==> config.mk <==
export PLATFORM = sky130hd
export DESIGN_NAME = mem_arbiter
export DESIGN_NICKNAME = d
export VERILOG_FILES = /design/src/rtl/mem_arbiter_pkg.sv /design/src/rtl/Register.sv /design/src/rtl/mem_arb_watchdog.sv /design/src/rtl/mem_arbiter.sv
export SDC_FILE = /design/constraint.sdc
export NUM_CORES = 1
export LEC_CHECK = 0
export ABC_AREA = 1
export ABC_CLOCK_PERIOD_IN_PS = 1500
export CORE_MARGIN = 8
export CORE_UTILIZATION = 32
export CTS_CLUSTER_DIAMETER = 80
export DETAILED_ROUTE_END_ITERATION = 8
export GPL_ROUTABILITY_DRIVEN = 0
export PLACE_DENSITY = 0.77
export SLEW_MARGIN = 20
export SYNTH_ARGS = -nofsm -noshare
export SYNTH_HDL_FRONTEND = slang
export SYNTH_SLANG_ARGS = --single-unit
==> constraint.sdc <==
create_clock -name clk -period 1.5 [get_ports clk]
set_input_delay 0.45 -clock clk [delete_from_list [all_inputs] [get_ports clk]]
set_output_delay 0.45 -clock clk [all_outputs]
set_load 0.02 [all_outputs]
==> src/rtl/mem_arbiter_pkg.sv <==
// mem_arbiter_pkg -- shared types for the IF/MEM memory arbiter.
//   arbState_t : arbiter FSM states (IDLE, BUSY_I, BUSY_D)
//   grant_t    : requester identity (FETCH, DATA)
//   pickGrant  : round-robin pick between the two requesters
package mem_arbiter_pkg;

  typedef enum logic [1:0] {
    IDLE   = 2'd0,
    BUSY_I = 2'd1,
    BUSY_D = 2'd2
  } arbState_t;

  typedef enum logic {
    FETCH = 1'b0,
    DATA  = 1'b1
  } grant_t;

  // A lone candidate always wins; with both pending the one that did not
  // win last time goes, so with lastGrant reset to FETCH data goes first.
  function automatic grant_t pickGrant(input logic ifCand, input logic dCand,
                                       input grant_t last);
    grant_t g;
    g = FETCH;
    if (ifCand && dCand) g = (last == FETCH) ? DATA : FETCH;
    else if (dCand)      g = DATA;
    return g;
  endfunction

endpackage

==> src/rtl/Register.sv <==
// Register -- generic enabled register, asynchronous active-low reset to 0.
//   clk, rst : clock, async active-low reset
//   en       : load enable
//   d, q     : W-bit data in / registered out
module Register #(
  parameter int W = 1
) (
  input  logic         clk,
  input  logic         rst,
  input  logic         en,
  input  logic [W-1:0] d,
  output logic [W-1:0] q
);

  always_ff @(posedge clk or negedge rst) begin
    if (!rst)    q <= '0;
    else if (en) q <= d;
  end

endmodule

==> src/rtl/mem_arb_watchdog.sv <==
// mem_arb_watchdog -- hung-memory watchdog for mem_arbiter.
// Only instantiated when MEM_ARB_WATCHDOG_EN is defined.
//   grant    : a new access starts next cycle; clears the counter
//   busy     : an access is outstanding this cycle
//   memReady : memory completes this cycle
//   fire     : force completion this cycle (TIMEOUT_CYCLES-th silent busy cycle)
//   timeout  : sticky flag, set after the first fire, cleared only by reset
module mem_arb_watchdog #(
  parameter int TIMEOUT_CYCLES = 255
) (
  input  logic clk,
  input  logic rst,
  input  logic grant,
  input  logic busy,
  input  logic memReady,
  output logic fire,
  output logic timeout
);

  localparam int CW = $clog2(TIMEOUT_CYCLES + 1);

  logic [CW-1:0] cnt;

  // cnt holds the number of silent busy cycles already elapsed, so the
  // TIMEOUT_CYCLES-th one sees TIMEOUT_CYCLES-1 and fires.
  assign fire = busy && !memReady && (cnt == CW'(TIMEOUT_CYCLES - 1));

  always_ff @(posedge clk or negedge rst) begin
    if (!rst) begin
      cnt     <= '0;
      timeout <= 1'b0;
    end else begin
      if (grant)                 cnt <= '0;
      else if (busy && !memReady) cnt <= cnt + CW'(1);
      if (fire) timeout <= 1'b1;
    end
  end

endmodule

==> src/rtl/mem_arbiter.sv <==
// mem_arbiter -- shares one single-ported, variable-latency memory between
// the instruction-fetch stage and the data-memory stage.
//
// Optional feature: define MEM_ARB_WATCHDOG_EN to add a watchdog that forces
// completion (data 0) after TIMEOUT_CYCLES silent busy cycles and raises a
// sticky timeout flag. Without it, timeout is tied to 0.
//
// Ports:
//   clk, rst                  : clock, async active-low reset
//   ifReq/ifAddr              : fetch request (level, held until ifReady)
//   ifReady/ifData/ifFreeze   : fetch completion pulse, instruction, stall
//   dReq/dWe/dAddr/dWdata     : data request (level, held until dReady)
//   dReady/dRdata/dFreeze     : data completion pulse, read data, stall
//   memReq/memWe/memAddr/memWdata : registered memory request, stable while busy
//   memReady/memRdata         : memory completion and read data
//   timeout                   : sticky watchdog flag
module mem_arbiter
  import mem_arbiter_pkg::*;
#(
  parameter int ADDR_W         = 32,
  parameter int DATA_W         = 32,
  parameter int TIMEOUT_CYCLES = 255
) (
  input  logic              clk,
  input  logic              rst,
  input  logic              ifReq,
  input  logic [ADDR_W-1:0] ifAddr,
  output logic              ifReady,
  output logic [DATA_W-1:0] ifData,
  output logic              ifFreeze,
  input  logic              dReq,
  input  logic              dWe,
  input  logic [ADDR_W-1:0] dAddr,
  input  logic [DATA_W-1:0] dWdata,
  output logic              dReady,
  output logic [DATA_W-1:0] dRdata,
  output logic              dFreeze,
  output logic              memReq,
  output logic              memWe,
  output logic [ADDR_W-1:0] memAddr,
  output logic [DATA_W-1:0] memWdata,
  input  logic              memReady,
  input  logic [DATA_W-1:0] memRdata,
  output logic              timeout
);

  arbState_t state, nextState;
  grant_t    lastGrant, nextLastGrant, grantSel;

  logic busy, completing, wdFire;
  logic ifCand, dCand, doGrant, memReqNext, weNext;
  logic [ADDR_W-1:0] addrNext;

  assign busy       = (state == BUSY_I) || (state == BUSY_D);
  // memReady outside a busy state is ignored entirely.
  assign completing = busy && (memReady || wdFire);

  always_ff @(posedge clk or negedge rst) begin
    if (!rst) begin
      state     <= IDLE;
      lastGrant <= FETCH;
    end else begin
      state     <= nextState;
      lastGrant <= nextLastGrant;
    end
  end

  // On completion the finishing requester is excluded from re-arbitration:
  // its req is still high this cycle but belongs to the access just served.
  // A watchdog-forced completion always returns to IDLE.
  always_comb begin
    nextState     = state;
    nextLastGrant = lastGrant;
    memReqNext    = memReq;
    ifReady       = 1'b0;
    dReady        = 1'b0;
    ifCand        = 1'b0;
    dCand         = 1'b0;
    case (state)
      IDLE: begin
        ifCand = ifReq;
        dCand  = dReq;
      end
      BUSY_I: begin
        if (completing) begin
          ifReady    = 1'b1;
          dCand      = dReq & ~wdFire;
          nextState  = IDLE;
          memReqNext = 1'b0;
        end
      end
      BUSY_D: begin
        if (completing) begin
          dReady     = 1'b1;
          ifCand     = ifReq & ~wdFire;
          nextState  = IDLE;
          memReqNext = 1'b0;
        end
      end
      default: begin
        nextState  = IDLE;
        memReqNext = 1'b0;
      end
    endcase
    grantSel = pickGrant(ifCand, dCand, lastGrant);
    doGrant  = ifCand | dCand;
    if (doGrant) begin
      nextState     = (grantSel == DATA) ? BUSY_D : BUSY_I;
      nextLastGrant = grantSel;
      memReqNext    = 1'b1;
    end
  end

  assign addrNext = (grantSel == DATA) ? dAddr : ifAddr;
  assign weNext   = (grantSel == DATA) & dWe;

  // Request registers load only on a grant, so they stay frozen for the
  // whole access regardless of what the requesters do meanwhile.
  Register #(.W(1)) uMemReq (
    .clk(clk), .rst(rst), .en(1'b1), .d(memReqNext), .q(memReq)
  );
  Register #(.W(1)) uMemWe (
    .clk(clk), .rst(rst), .en(doGrant), .d(weNext), .q(memWe)
  );
  Register #(.W(ADDR_W)) uMemAddr (
    .clk(clk), .rst(rst), .en(doGrant), .d(addrNext), .q(memAddr)
  );
  Register #(.W(DATA_W)) uMemWdata (
    .clk(clk), .rst(rst), .en(doGrant), .d(dWdata), .q(memWdata)
  );

  // Read data is a passthrough; a forced completion returns zero.
  assign ifData   = wdFire ? '0 : memRdata;
  assign dRdata   = wdFire ? '0 : memRdata;
  assign ifFreeze = ifReq & ~ifReady;
  assign dFreeze  = dReq & ~dReady;

`ifdef MEM_ARB_WATCHDOG_EN
  mem_arb_watchdog #(.TIMEOUT_CYCLES(TIMEOUT_CYCLES)) uWatchdog (
    .clk     (clk),
    .rst     (rst),
    .grant   (doGrant),
    .busy    (busy),
    .memReady(memReady),
    .fire    (wdFire),
    .timeout (timeout)
  );
`else
  logic [31:0] unusedTimeoutCycles;
  assign unusedTimeoutCycles = TIMEOUT_CYCLES;
  assign wdFire  = 1'b0;
  assign timeout = 1'b0;
`endif

endmodule

==> impl_metrics.py <==
metrics = {
    "power": {
        "p_leak_nw": 3.31,
        "p_sw_w": 0.00663,
        "pwr-share-comb_pct": 62.6,
        "pwr-share-clk_pct": 15.7,
        "power_density_mw_per_mm2": 2380,
        "swShare_pct": 42.0,
        "ir_drop_mv": 1.15,
        "p_seq_share_pct": 21.7,
        "intPower_w": 0.00917,
    },
    "final_layout": {
        "register_area_mm2": 0.00173,
        "multi_input_area_mm2": 0.00167,
        "final_core_util_pct": 56.1,
        "final_nets": 773,
        "areaGrowthSynthToFinish_pct": 72.9,
        "insertedDiodeCount": 0,
        "fillers": 1058,
        "final_cells": 788,
        "drive_gt1_share_pct": 27.8,
    },
    "worst_setup_path": {
        "critPathMaxStageDelay_ns": 0.39,
        "startpoint_type": "flop",
        "regToRegSetupSlack_ns": -0.32,
        "worst_setup_path_end_kind": "output pin",
        "crit_slowest_cell": "dfrtp_1",
        "path_max_fanout": 3,
        "arrival_ns": 1.39,
        "critPathKind": "reg2out",
        "cp.required_ns": 1.05,
        "crit_top_cell": "inv_2",
        "critical_path.cell_chain": "inv_2, ha_4, nand3_4, nand2_2, inv_2, buf_6",
    },
    "logic_synthesis": {
        "synth_xor_area_share_pct": 0,
        "synthMuxAreaShare_pct": 0,
        "postSynthCellCount": 489,
        "yosysWarnings": 0,
        "synth_top_family_by_area": "simple AND/OR/NAND/NOR gates",
        "synth_compound_area_share_pct": 0.130,
        "synth-seq-cells": 69,
        "syn_area_mm2": 0.00385,
        "synth.avg_cell_area_um2": 7.87,
        "synth-simple-area-share_pct": 33.1,
        "syn-num-nets": 626,
        "yosysSeqAreaShare_pct": 44.9,
        "yosysUniqueCellTypes": 19,
        "synth-adder-area-share_pct": 0.976,
    },
    "routing": {
        "ant_nets": 0,
        "first_pass_iters": 4,
        "vias": 3787,
        "viasPerCell": 4.81,
        "drt_iter0_markers": 179,
        "wl_per_cell_um": 18.4,
        "remaining_drc_errors": 0,
        "drt_wl_total_um": 14500,
    },
    "clocking": {
        "clockBufferDepth": 2,
        "cts_tree": "done",
        "htreeDepth": 3,
        "clockRootBuffer": "clkbuf_16",
        "insertion_delay_ns": 0.33,
        "numCtsBuffers": 9,
        "clkSlewWorstSetupHoldPaths_ns": 0.06,
        "clkSinkCount": 69,
    },
    "worst_hold_path": {
        "hold_class": "in2async",
    },
    "die": {
        "start_util_pct": 32.4,
        "num_io_pins": 269,
        "die_w_um": 126,
        "die_area_mm2": 0.0158,
        "die_height_um": 126,
        "rows": 40,
        "core-area_mm2": 0.0119,
    },
    "placed_design": {
        "place_inst": 738,
        "numPortBuffers": 171,
        "dpl_worst_slack_ns": -0.766,
        "dp_hpwl_um": 8920,
    },
    "sta": {
        "skew_ns": 0.00981,
        "setup_slack_ns": -0.343,
        "whs_ns": 0.130,
        "fmax_mhz": 543,
        "setup_viol": 73,
        "rsz0062_at_grt": "true",
        "setup_tns_ns": -19.48,
        "timing.final.crit_share_pct": 123,
        "finalCriticalPeriod_ns": 1.84,
        "slew_viol_final": 0,
        "hold_viol_final": 0,
    },
    "global_route": {
        "grt_usage_pct": 17.3,
        "grt_max_degree": 70,
        "antenna_found_initial": 0,
        "grt_first_pass_wirelength_um": 21700,
        "overflow": 0,
        "grt_pass1_vias": 4123,
    },
    "status": {
        "status": "finished with violations",
        "failed_checks": "negative setup slack",
    },
    "run": {
        "maxCapViolCount": 0,
    },
}
## cell usage after synthesis
master / n / area share, %
nand3_4: 1 / 0.46
inv_1: 40 / 3.9
nand3_2: 8 / 2.1
nor2_1: 2 / 0.20
nand3_1: 91 / 12
buf_4: 68 / 13
buf_8: 1 / 0.39
a21oi_1: 1 / 0.13
dfrtp_1: 69 / 45
nand2_4: 3 / 0.88
inv_2: 1 / 0.097
buf_2: 11 / 1.4
nand2_1: 177 / 17
conb_1: 1 / 0.097
buf_6: 4 / 1.2
ha_1: 3 / 0.98
clkbuf_1: 6 / 0.59
nand4_1: 1 / 0.16
nand2_2: 1 / 0.16
## worst paths after layout
path	depth (start not counted)	end	start
worst max-delay path	6	dFreeze	state[0]$_DFFE_PN0P_
worst min-delay path	2	uMemWdata.q[12]$_DFFE_PN0N_	rst
worst min register to register	2	uMemWdata.q[1]$_DFFE_PN0N_	uMemWdata.q[1]$_DFFE_PN0N_
min in group clk	2	uMemWdata.q[1]$_DFFE_PN0N_	uMemWdata.q[1]$_DFFE_PN0N_
worst max register to register	12	state[0]$_DFFE_PN0P_	state[0]$_DFFE_PN0P_
max in group asynchronous	2	uMemAddr.q[18]$_DFFE_PN0N_	rst
## stage by stage
step / total power (W) / instance area (µm²)
6_report: 0.0158 / 6650
5_1_grt: 0.0168 / 6650
4_1_cts: 0.0150 / 6310
3_5_place_dp: 0.0109 / 5390
3_3_place_gp: 0.0107 / 5390
2_1_floorplan: 0.00779 / 3880
## what timing repair did
item | in CTS | in global routing
resized for setup | 153 | 138
hold buffers | 0 | 0
buffers inserted | 16 | 6
endpoints found under the setup margin | 139 | 126
pin swaps | 8 | 23
gates cloned | 13 | 5
## logic make-up (layout without fill, tap and decap cells)
| logic type | after synthesis | after routing |
|---|---|---|
| buffers and inverters | 131 | 283 |
| and+or+nand+nor | 284 | 284 |
| adders and majority gates | 3 | 3 |
| DFF | 69 | 69 |
| AOI/OAI and AO/OA | 1 | 1 |
| other | 1 | 1 |
## layer usage
metal  routed length, µm  GRT usage [%]
met2                7180           29.4
met5                   0              0
met1                5280           18.0
met3                1560           7.30
met4                 503           8.45
## flip-flops by register name, indices dropped and copies added (netlist names)
name / count
uMemWdata.q: 32
lastGrant: 1
state: 2
uMemWe.q: 1
uMemReq.q: 1
uMemAddr.q: 32
## layout make-up
cell class                      instances  share of cell area, %
Tap cell                              147                   2.77
Inverter                               41                   2.43
Multi-Input combinational cell        289                   25.1
Sequential cell                        69                   26.0
Clock inverter                          5                   1.62
Clock buffer                           11                   3.65
Timing Repair Buffer                  226                   38.5
## critical path: cells and delay by family (launching register included)
family	cells	cell delay, ns
and+or+nand+nor	2	0.17
DFF	1	0.39
buffers and inverters	3	0.22
adders and majority gates	1	0.28
## placed cells by master (no fill, tap or decap)
master / n
a21oi_1: 1
buf_12: 14
buf_16: 8
buf_4: 18
buf_6: 9
buf_8: 4
bufbuf_16: 2
bufinv_16: 3
clkbuf_1: 1
clkbuf_16: 14
clkbuf_2: 17
clkbuf_8: 1
clkdlybuf4s15_1: 46
clkdlybuf4s50_1: 99
clkinv_4: 2
conb_1: 1
dfrtp_1: 69
dlygate4sd2_1: 4
ha_2: 1
ha_4: 2
inv_1: 35
inv_2: 5
inv_8: 1
nand2_1: 133
nand2_2: 32
nand2_4: 12
nand2_8: 4
nand3_1: 73
nand3_2: 24
nand3_4: 3
nand4_1: 1
nor2_2: 1
nor2_4: 1
## power groups by stage
stage / combinational (W) / sequential, W / clock, W
4_1_cts: 0.00909 / 0.00336 / 0.00253
2_1_floorplan: 0.00334 / 0.00445 / 0
5_1_grt: 0.0106 / 0.00353 / 0.00262
3_5_place_dp: 0.00755 / 0.00340 / 0
3_3_place_gp: 0.00736 / 0.00334 / 0
6_report: 0.00990 / 0.00342 / 0.00248
Power figures use the tool's default switching activity.
